$ cat config.mk
export PLATFORM = sky130hd
export DESIGN_NAME = spi_slave_regs
export DESIGN_NICKNAME = d
export VERILOG_FILES = /design/src/rtl/spi_slave_regs_pkg.sv /design/src/rtl/spi_regfile.sv /design/src/rtl/spi_slave_regs.sv
export SDC_FILE = /design/constraint.sdc
export NUM_CORES = 1
export LEC_CHECK = 0
export BUFFER_PORTS_ARGS = -buffer_cell sky130_fd_sc_hd__buf_2
export CORE_AREA = 4 4 134 149
export DETAILED_ROUTE_END_ITERATION = 8
export DIE_AREA = 0 0 138 153
export MAX_ROUTING_LAYER = met4
export PLACE_DENSITY = 0.65
export SLEW_MARGIN = 30
export SYNTH_ARGS = -nofsm -noshare
export SYNTH_HDL_FRONTEND = slang
export SYNTH_SLANG_ARGS = --single-unit
$ cat constraint.sdc
create_clock -name sysclk -period 7.1 [get_ports sysclk]
set_clock_uncertainty 0.15 [all_clocks]
set_input_delay 0.355 -clock sysclk [delete_from_list [all_inputs] [get_ports sysclk]]
set_output_delay 0.355 -clock sysclk [all_outputs]
set_load 0.1 [all_outputs]
$ cat src/rtl/spi_slave_regs_pkg.sv
// Shared constants, command codes and FSM encoding for the SPI register slave.
`timescale 1ns/1ps
package spi_slave_regs_pkg;

  localparam int CMD_BITS           = 8;
  localparam int ADDR_BITS          = 8;
  localparam int PAYLOAD_BITS       = 8;
  localparam int MASTER_FRAME_WIDTH = CMD_BITS + ADDR_BITS + PAYLOAD_BITS;
  localparam int BRIGHTNESS_WIDTH   = 7;
  localparam int CNT_BITS           = 5;

  // Chip select is active low on the board.
  localparam logic CS_ASSERT   = 1'b0;
  localparam logic CS_DEASSERT = 1'b1;

  localparam logic [CMD_BITS-1:0] CMD_WRITE = 8'h80;
  localparam logic [CMD_BITS-1:0] CMD_READ  = 8'h40;

  typedef enum logic [2:0] {
    ST_IDLE    = 3'd0,
    ST_CMD     = 3'd1,
    ST_ADDR    = 3'd2,
    ST_PAYLOAD = 3'd3,
    ST_DONE    = 3'd4
  } state_t;

  function automatic logic is_known_cmd(input logic [CMD_BITS-1:0] cmd);
    return (cmd == CMD_WRITE) || (cmd == CMD_READ);
  endfunction

endpackage

$ cat src/rtl/spi_regfile.sv
// REG_DEPTH x 8 register file: one synchronous write port, one combinational read port.
`timescale 1ns/1ps
module spi_regfile
  import spi_slave_regs_pkg::*;
#(
  parameter int REG_DEPTH = 16
) (
  input  logic                        sysclk,
  input  logic                        rst,
  input  logic                        we,
  input  logic [ADDR_BITS-1:0]        waddr,
  input  logic [PAYLOAD_BITS-1:0]     wdata,
  input  logic [ADDR_BITS-1:0]        raddr,
  output logic [PAYLOAD_BITS-1:0]     rdata,
  output logic [BRIGHTNESS_WIDTH-1:0] reg0_bright
);

  localparam int          IDX_W = (REG_DEPTH > 1) ? $clog2(REG_DEPTH) : 1;
  localparam logic [31:0] DEPTH = 32'(REG_DEPTH);

  logic [PAYLOAD_BITS-1:0] regs [REG_DEPTH];
  logic                    w_ok;
  logic                    r_ok;

  // Out-of-range accesses never touch storage; reads of them return zero.
  always_comb begin
    w_ok = 32'(waddr) < DEPTH;
    r_ok = 32'(raddr) < DEPTH;
    rdata = '0;
    if (r_ok) begin
      rdata = regs[raddr[IDX_W-1:0]];
    end
  end

  always_ff @(posedge sysclk or posedge rst) begin
    if (rst) begin
      for (int i = 0; i < REG_DEPTH; i++) begin
        regs[i] <= '0;
      end
    end else if (we && w_ok) begin
      regs[waddr[IDX_W-1:0]] <= wdata;
    end
  end

  assign reg0_bright = regs[0][PAYLOAD_BITS-1:PAYLOAD_BITS-BRIGHTNESS_WIDTH];

endmodule

$ cat src/rtl/spi_slave_regs.sv
// SPI mode-0 slave: oversampled cs/sclk/mosi, 24-bit cmd/addr/payload frames
// against a small register file; read data returned on miso in the same frame.
`timescale 1ns/1ps
module spi_slave_regs
  import spi_slave_regs_pkg::*;
#(
  parameter int REG_DEPTH   = 16,
  parameter int SYNC_STAGES = 2
) (
  input  logic                        sysclk,
  input  logic                        rst,
  input  logic                        cs,
  input  logic                        sclk,
  input  logic                        mosi,
  output logic                        miso,
  output logic                        o_wr_strobe,
  output logic [ADDR_BITS-1:0]        o_wr_addr,
  output logic [PAYLOAD_BITS-1:0]     o_wr_data,
  output logic [BRIGHTNESS_WIDTH-1:0] o_frame,
  output logic                        o_frame_err
);

  localparam logic [31:0]         DEPTH    = 32'(REG_DEPTH);
  localparam logic [CNT_BITS-1:0] CMD_END  = CNT_BITS'(CMD_BITS);
  localparam logic [CNT_BITS-1:0] ADDR_END = CNT_BITS'(CMD_BITS + ADDR_BITS);
  localparam logic [CNT_BITS-1:0] LAST_CNT = CNT_BITS'(MASTER_FRAME_WIDTH);

  logic [SYNC_STAGES-1:0] cs_sync;
  logic [SYNC_STAGES-1:0] sclk_sync;
  logic [SYNC_STAGES-1:0] mosi_sync;
  logic                   sclk_prev;

  logic cs_s;
  logic sclk_s;
  logic mosi_s;
  logic cs_active;
  logic sclk_rise;
  logic sclk_fall;

  state_t                  state;
  logic [CNT_BITS-1:0]     bit_cnt;
  logic [PAYLOAD_BITS-2:0] shift_in;
  logic [CMD_BITS-1:0]     cmd;
  logic [ADDR_BITS-1:0]    addr;
  logic [PAYLOAD_BITS-1:0] rd_shift;

  logic [PAYLOAD_BITS-1:0] shift_next;
  logic [CNT_BITS-1:0]     cnt_next;
  logic                    addr_in_range;
  logic                    last_bit;
  logic                    commit;
  logic [PAYLOAD_BITS-1:0] rdata;

  // Every pin goes through its own synchronizer chain; sclk_prev gives the edge history.
  always_ff @(posedge sysclk or posedge rst) begin
    if (rst) begin
      cs_sync   <= {SYNC_STAGES{CS_DEASSERT}};
      sclk_sync <= '0;
      mosi_sync <= '0;
      sclk_prev <= 1'b0;
    end else begin
      cs_sync   <= {cs_sync[SYNC_STAGES-2:0], cs};
      sclk_sync <= {sclk_sync[SYNC_STAGES-2:0], sclk};
      mosi_sync <= {mosi_sync[SYNC_STAGES-2:0], mosi};
      sclk_prev <= sclk_s;
    end
  end

  assign cs_s      = cs_sync[SYNC_STAGES-1];
  assign sclk_s    = sclk_sync[SYNC_STAGES-1];
  assign mosi_s    = mosi_sync[SYNC_STAGES-1];
  assign cs_active = (cs_s == CS_ASSERT);
  assign sclk_rise = sclk_s & ~sclk_prev;
  assign sclk_fall = ~sclk_s & sclk_prev;

  // The commit is decoded combinationally so the regfile and o_wr_* update on the same edge.
  always_comb begin
    shift_next    = {shift_in, mosi_s};
    cnt_next      = bit_cnt + 1'b1;
    addr_in_range = 32'(addr) < DEPTH;
    last_bit      = (state == ST_PAYLOAD) && cs_active && sclk_rise && (cnt_next == LAST_CNT);
    commit        = last_bit && (cmd == CMD_WRITE) && addr_in_range;
  end

  spi_regfile #(
    .REG_DEPTH (REG_DEPTH)
  ) u_regfile (
    .sysclk      (sysclk),
    .rst         (rst),
    .we          (commit),
    .waddr       (addr),
    .wdata       (shift_next),
    .raddr       (shift_next),
    .rdata       (rdata),
    .reg0_bright (o_frame)
  );

  always_ff @(posedge sysclk or posedge rst) begin
    if (rst) begin
      state       <= ST_IDLE;
      bit_cnt     <= '0;
      shift_in    <= '0;
      cmd         <= '0;
      addr        <= '0;
      rd_shift    <= '0;
      miso        <= 1'b0;
      o_wr_strobe <= 1'b0;
      o_wr_addr   <= '0;
      o_wr_data   <= '0;
      o_frame_err <= 1'b0;
    end else begin
      o_wr_strobe <= 1'b0;
      o_frame_err <= 1'b0;
      case (state)
        ST_IDLE: begin
          miso <= 1'b0;
          if (cs_active) begin
            state   <= ST_CMD;
            bit_cnt <= '0;
            // A rising edge seen together with cs assertion is still the first bit.
            if (sclk_rise) begin
              shift_in <= shift_next[PAYLOAD_BITS-2:0];
              bit_cnt  <= {{(CNT_BITS-1){1'b0}}, 1'b1};
            end
          end
        end

        ST_CMD: begin
          if (!cs_active) begin
            state       <= ST_IDLE;
            o_frame_err <= 1'b1;
          end else if (sclk_rise) begin
            shift_in <= shift_next[PAYLOAD_BITS-2:0];
            bit_cnt  <= cnt_next;
            if (cnt_next == CMD_END) begin
              cmd   <= shift_next;
              state <= ST_ADDR;
              if (!is_known_cmd(shift_next)) begin
                o_frame_err <= 1'b1;
              end
            end
          end
        end

        ST_ADDR: begin
          if (!cs_active) begin
            state       <= ST_IDLE;
            o_frame_err <= 1'b1;
          end else if (sclk_rise) begin
            shift_in <= shift_next[PAYLOAD_BITS-2:0];
            bit_cnt  <= cnt_next;
            if (cnt_next == ADDR_END) begin
              addr     <= shift_next;
              state    <= ST_PAYLOAD;
              rd_shift <= (cmd == CMD_READ) ? rdata : '0;
            end
          end
        end

        ST_PAYLOAD: begin
          if (!cs_active) begin
            state       <= ST_IDLE;
            miso        <= 1'b0;
            o_frame_err <= 1'b1;
          end else if (sclk_rise) begin
            shift_in <= shift_next[PAYLOAD_BITS-2:0];
            bit_cnt  <= cnt_next;
            if (last_bit) begin
              state <= ST_DONE;
              if (commit) begin
                o_wr_strobe <= 1'b1;
                o_wr_addr   <= addr;
                o_wr_data   <= shift_next;
              end else if (cmd == CMD_WRITE) begin
                o_frame_err <= 1'b1;
              end
            end
          end else if (sclk_fall) begin
            miso     <= rd_shift[PAYLOAD_BITS-1];
            rd_shift <= {rd_shift[PAYLOAD_BITS-2:0], 1'b0};
          end
        end

        ST_DONE: begin
          if (!cs_active) begin
            state <= ST_IDLE;
            miso  <= 1'b0;
          end
        end

        default: begin
          state <= ST_IDLE;
          miso  <= 1'b0;
        end
      endcase
    end
  end

endmodule

== Word level (Yosys, flattened, before mapping) ==
Index checks and enable logic that the tools add are counted.
Storage, ports and cells
  flip-flop bits (word level): 193
  output and inout port bits: 26
  word-level logic and storage cells: 149
Cells by class
  $add $sub $neg: 1
  $lt $le $gt $ge: 5
  equality and inequality tests: 29
  mux-type cells: 53
  bitwise operators: 8
  reduce and logical (&&, ||, !) cells: 22
Operator list (count)
  $bwmux 128: 1
  $mux 8: 11
  $mux 3: 11
  $bmux 8 s4: 1
  $demux 8 s4: 1
  $ne 3x3->1 const B: 8
  $mux 1: 20
  $ne 2x2->1 const B: 9
  $eq 8x7->1 const B: 2
  $eq 8x8->1 const B: 2
  $lt 8x5->1 const B: 2
  $pmux 8 s2: 1
  $reduce_and 4->1: 4
  $mux 5: 3
  $pmux 3 s5: 1
  $eq 5x5->1 const B: 2
  $ge 5x5->1 const B: 2
  $not 4->5: 2
  $pmux 5 s2: 1
  $reduce_and 8->1: 1
  $logic_and 1x1->1: 7
  $reduce_and 7->1: 1
  $eq 3x2->1 const B: 2
  $pmux 1 s3: 2
  other kinds (16): 21

== Depth between registers and ports, before layout ==
  depth in word-level cells: 11
  gate-level depth with buffers: 8
  depth with buffers taken out: 6

== Cells and area by module ==
Synthesis repeated with hierarchy kept, for this count alone.
Unflattened totals
  cells, all modules: 617
  area total of the unflattened synthesis: 8816.0 sq um
By module, submodules not included
  spi_regfile: instances 1, cells an instance 399, area an instance 6008.3 sq um
  spi_slave_regs: instances 1, cells an instance 218, area an instance 2807.7 sq um

== Worst setup path after synthesis ==
OpenSTA, ideal clock, no wires.
  path type: register to register
  start point: register bit_cnt[0]
  end point: register o_wr_data[0]
  setup time: 125 ps
  arrival time: 2372 ps
  slack: 4453 ps
  cell stages (with the launch flop): 8
  path buffers: 2
  period minus slack after synthesis: 2647 ps
  cells stage by stage: dfrtp_1 > ha_1 > and4bb_2 > a41oi_4 > nor4_4 > buf_8 > buf_4 > mux2_2
Between the ends
  word-level cells in the longest chain between the ends: 6
Ends and longest elaborated chain
  start, declared: RTL line spi_slave_regs.sv:41  | logic [CNT_BITS-1:0] bit_cnt;
  start signal, assigned: RTL line spi_slave_regs.sv:123  | bit_cnt <= {{(CNT_BITS-1){1'b0}}, 1'b1};
  start signal, assigned: RTL line spi_slave_regs.sv:134  | bit_cnt <= cnt_next;
  start signal, assigned: RTL line spi_slave_regs.sv:151  | bit_cnt <= cnt_next;
  $add 5x1->5 (*): RTL line spi_slave_regs.sv:79  | cnt_next = bit_cnt + 1'b1;
  $eq 5x5->1 (*): RTL line spi_slave_regs.sv:81  | last_bit = (state == ST_PAYLOAD) && cs_active && sclk_rise && (cnt_next == LAST_CNT);
  $logic_and 1x1->1 (*): RTL line spi_slave_regs.sv:81
  $logic_and 1x1->1 (2 in series): RTL line spi_slave_regs.sv:82  | commit = last_bit && (cmd == CMD_WRITE) && addr_in_range;
  $reduce_and 5->1 (no line) (*)
  end signal, assigned: RTL line spi_slave_regs.sv:173  | o_wr_data <= shift_next;
  end, declared: RTL line spi_slave_regs.sv:18  | output logic [PAYLOAD_BITS-1:0] o_wr_data,
Every way passes the cells marked *; elsewhere a longest branch is shown, timed or not.
A chain may end at the register's enable or synchronous reset.

== Worst setup path in the final report ==
  start point: register bit_cnt[0]
  end point: register u_regfile.regs[28] (netlist bit)
Between the ends
  word-level cells in the longest chain between the ends: 6
Ends and longest elaborated chain
  $add 5x1->5: RTL line spi_slave_regs.sv:79
  $eq 5x5->1: RTL line spi_slave_regs.sv:81
  $logic_and 1x1->1: RTL line spi_slave_regs.sv:81
  $logic_and 1x1->1 (2 in series): RTL line spi_slave_regs.sv:82
  $logic_and 1x1->1: RTL line spi_regfile.sv:40  | end else if (we && w_ok) begin
  end signal, assigned by index: RTL line spi_regfile.sv:41  | regs[waddr[IDX_W-1:0]] <= wdata;
  end, declared: RTL line spi_regfile.sv:21  | logic [PAYLOAD_BITS-1:0] regs [REG_DEPTH];
No other way between the ends.

==> qor.yml <==
cells_and_area:
  layout_common_cells: "dfrtp_1, mux2_2, mux4_2, buf_2, o21ai_0"
  syn2layout_area_growth_pct: 10.1
  drive_gt1_share_pct: 46.4
  nets: 627
  antennaDiodeCount: 0
  layout_commonest_cell: "dfrtp_1"
clock_network:
  insertion_delay_ns: 0.43
  hold_buffers: 4
  cts.clk_slew.worst_paths_ns: 0.07
  post_cts_resized: 0
  cts_buffers: 17
  post_cts_buffers: 0
  htreeDepth: 4
  clockBufferDepth: 2
  root_buffer: "clkbuf_16"
  cts_num_sinks: 193
  cts_tree: "built"
logic_synthesis:
  ys_seq_area_share_pct: 53.3
  synth_top_area_share_pct: 52.8
  synthArstFlopShare_pct: 100
  synth_seq_cells: 193
  ys_types: 51
  syn_nets: 624
  synth_warnings: 0
  synth.area.top_cells: "dfrtp_1, mux2_2, mux4_2"
  avgSynthCellArea_sq_um: 14.7
  synth-main-ff-cell: "dfrtp_1"
  synthCells: 617
  netlist_area_sq_um: 9060
  synth_edf_count: 0
  synth_largest_area_cell: "dfrtp_1"
critical_path:
  worstPathArrival_ns: 3.25
  cp_max_fo: 33
  r2r_cells: 7
  rr_startpoint: "bit_cnt[0]"
  crit_path_end: "u_regfile.regs[28]"
  endpoint_kind: "flop"
  path_class: "reg -> reg"
  critPathLaunch: "bit_cnt[0]"
  rrSetupSlack_ns: 4.01
  reg2reg_to: "u_regfile.regs[28]"
  critPathLaunchType: "flop"
  crit_path_top_delay_cell: "buf_4"
  required_ns: 7.26
  path_cells: "ha_1, and4bb_2, a41oi_4, nor4_4, buf_4, nand4_2, mux2_2"
  cp_slowest_stage_delay_ns: 0.54
floorplan:
  start_util_pct: 49.4
  core-area_sq_um: 18300
  die_w_um: 138
  rows: 52
  die_y_um: 153
  die_area_sq_um: 21100
  io_pins: 31
global_route:
  globalRouteMet1Util_pct: 23.7
  grt.total_usage_pct: 18.4
  grt_pass1_wl_mm: 30.1
  grt_pass1_vias: 5441
  use_met2_pct: 30.4
  grt-ovfl-total: 0
  grt-busiest-layer: "met2"
  grt_antenna_before_repair: 0
  grt_start_max_net_pins: 125
  met3_usage_pct: 2.84
place:
  preCtsSetupSlack_ns: 4.00
  dp_hpwl_mm: 11.4
  portBuffers: 30
  gp_congestion: 0.804
route:
  drt-pass1-iter-count: 4
  finalWirelength_mm: 18.0
  vias_per_cell: 5.73
  vias: 5016
  wl_per_cell_um: 20.6
  drtIter0Drc: 381
  route.detailed.drc: 0
  antenna_left: 0
timing:
  rsz0062_at_grt: "no"
  max_slew_margin_pct: 36.9
  maxClockFrequency_mhz: 323
  hold_viol: 0
  fin_crit_sh_pct: 43.6
  slew_viol_final: 0
  worst_pin_slew_ns: 0.946
  period_needed_ns: 3.09
  tns_ns: 0
  setup_slack_ns: 4.01
  setup_viol: 0
power:
  power.density_nw_per_um2: 259
  leakage_nw: 4.76
  vdd_drop_max_uv: 181
job:
  maxCapViolCount: 0
run_status:
  outcome: "finished, final reports clean"
min_path:
  hold_class: "reg -> reg"
[report_power, final]
part	internal, mW	switching [mW]
Sequential	1.15	0.172
Clock	0.567	0.418
Combinational	0.123	0.148
[area by class of cell]
type | count | area [sq um]
flip-flops and latches | 193 | 4830
repair buffers | 41 | 267
clock buffers | 20 | 447
well taps | 243 | 304
fillers | 1491 | 8380
inverters | 2 | 15.0
clock inverters | 12 | 159
multi-input cells | 365 | 3950
[cell usage after synthesis (3+ instances only)]
| cell type | instances |
|---|---|
| and2_1 | 9 |
| nand3_1 | 6 |
| nand4_2 | 4 |
| a21oi_1 | 11 |
| nor2_1 | 12 |
| buf_2 | 8 |
| mux2_4 | 16 |
| dfrtp_1 | 191 |
| nand4_1 | 3 |
| mux2i_1 | 11 |
| o21ai_0 | 18 |
| or3_1 | 3 |
| mux2_2 | 148 |
| buf_1 | 3 |
| nand2_1 | 12 |
| nor2b_1 | 13 |
| clkbuf_1 | 36 |
| and3_1 | 3 |
| mux4_2 | 32 |
| buf_4 | 8 |
| or4b_2 | 3 |
| nand3_4 | 12 |
| nor3b_1 | 4 |
| nand2b_1 | 8 |
| o32a_1 | 7 |
[critical path, delay by kind of cell (launching register included)]
family | cells | cell delay [ns]
AO/OA/AOI/OAI | 1 | 0.06
adder cells (fa/ha/maj) | 1 | 0.32
buffers and inverters | 1 | 0.54
flip-flops | 1 | 0.44
multiplexers | 1 | 0.38
AND/OR/NAND/NOR | 3 | 1.06
[layer usage]
metal / vias to the layer above / part of all wire (%)
met5: - / 0
met4: 0 / 1.3
met3: 14 / 1.7
met2: 54 / 52
met1: 2685 / 45
li1: 2263 / -
[cell families after synthesis]
kind of cell	count (synthesis)	synth area share, %
AO/OA/AOI/OAI	48	3.70
XOR/XNOR	3	0.373
adder cells (fa/ha/maj)	2	0.276
buffers and inverters	59	3.09
flip-flops	193	53.3
multiplexers	207	30.2
AND/OR/NAND/NOR	105	8.99
[sequential cells by signal (all words and copies together), names as in the netlist]
| register | flops |
|---|---|
| cmd | 8 |
| addr | 8 |
| bit_cnt | 5 |
| mosi_sync | 2 |
| u_regfile.regs | 121 |
| sclk_prev | 1 |
| u_regfile.reg0_bright | 7 |
| sclk_sync | 2 |
| o_wr_addr | 8 |
| cs_sync | 2 |
| rd_shift | 8 |
| o_wr_strobe | 1 |
| o_frame_err | 1 |
| miso | 1 |
| o_wr_data | 8 |
| state | 3 |
| shift_in | 7 |
[stage by stage]
stage | instances | area (sq um) | utilization (%) | hold WS, ns | power (mW)
floorplan | 617 | 9060 | - | 0.181 | 1.52
global placement | 839 | 9300 | 50.7 | 0.182 | 1.60
detailed placement | 839 | 9300 | 50.7 | 0.195 | 1.62
CTS | 875 | 9940 | 54.2 | 0.210 | 2.60
global route | 876 | 9970 | 54.4 | 0.219 | 2.69
finish | 876 | 9970 | 54.4 | 0.207 | 2.58
[how the worst min path moves through the flow]
stage	start	end	slack, ns	depth (start not counted)
3_3_place_gp	sclk_sync[0]	sclk_sync[1]	0.18	0
5_1_grt	cs_sync[0]	cs_sync[1]	0.22	0
4_1_cts	sclk_sync[0]	sclk_sync[1]	0.21	0
3_5_place_dp	sclk_sync[0]	sclk_sync[1]	0.19	0
2_1_floorplan	mosi_sync[0]	mosi_sync[1]	0.18	0
6_report	sclk_sync[0]	sclk_sync[1]	0.21	0
Power figures use the tool's default switching activity.
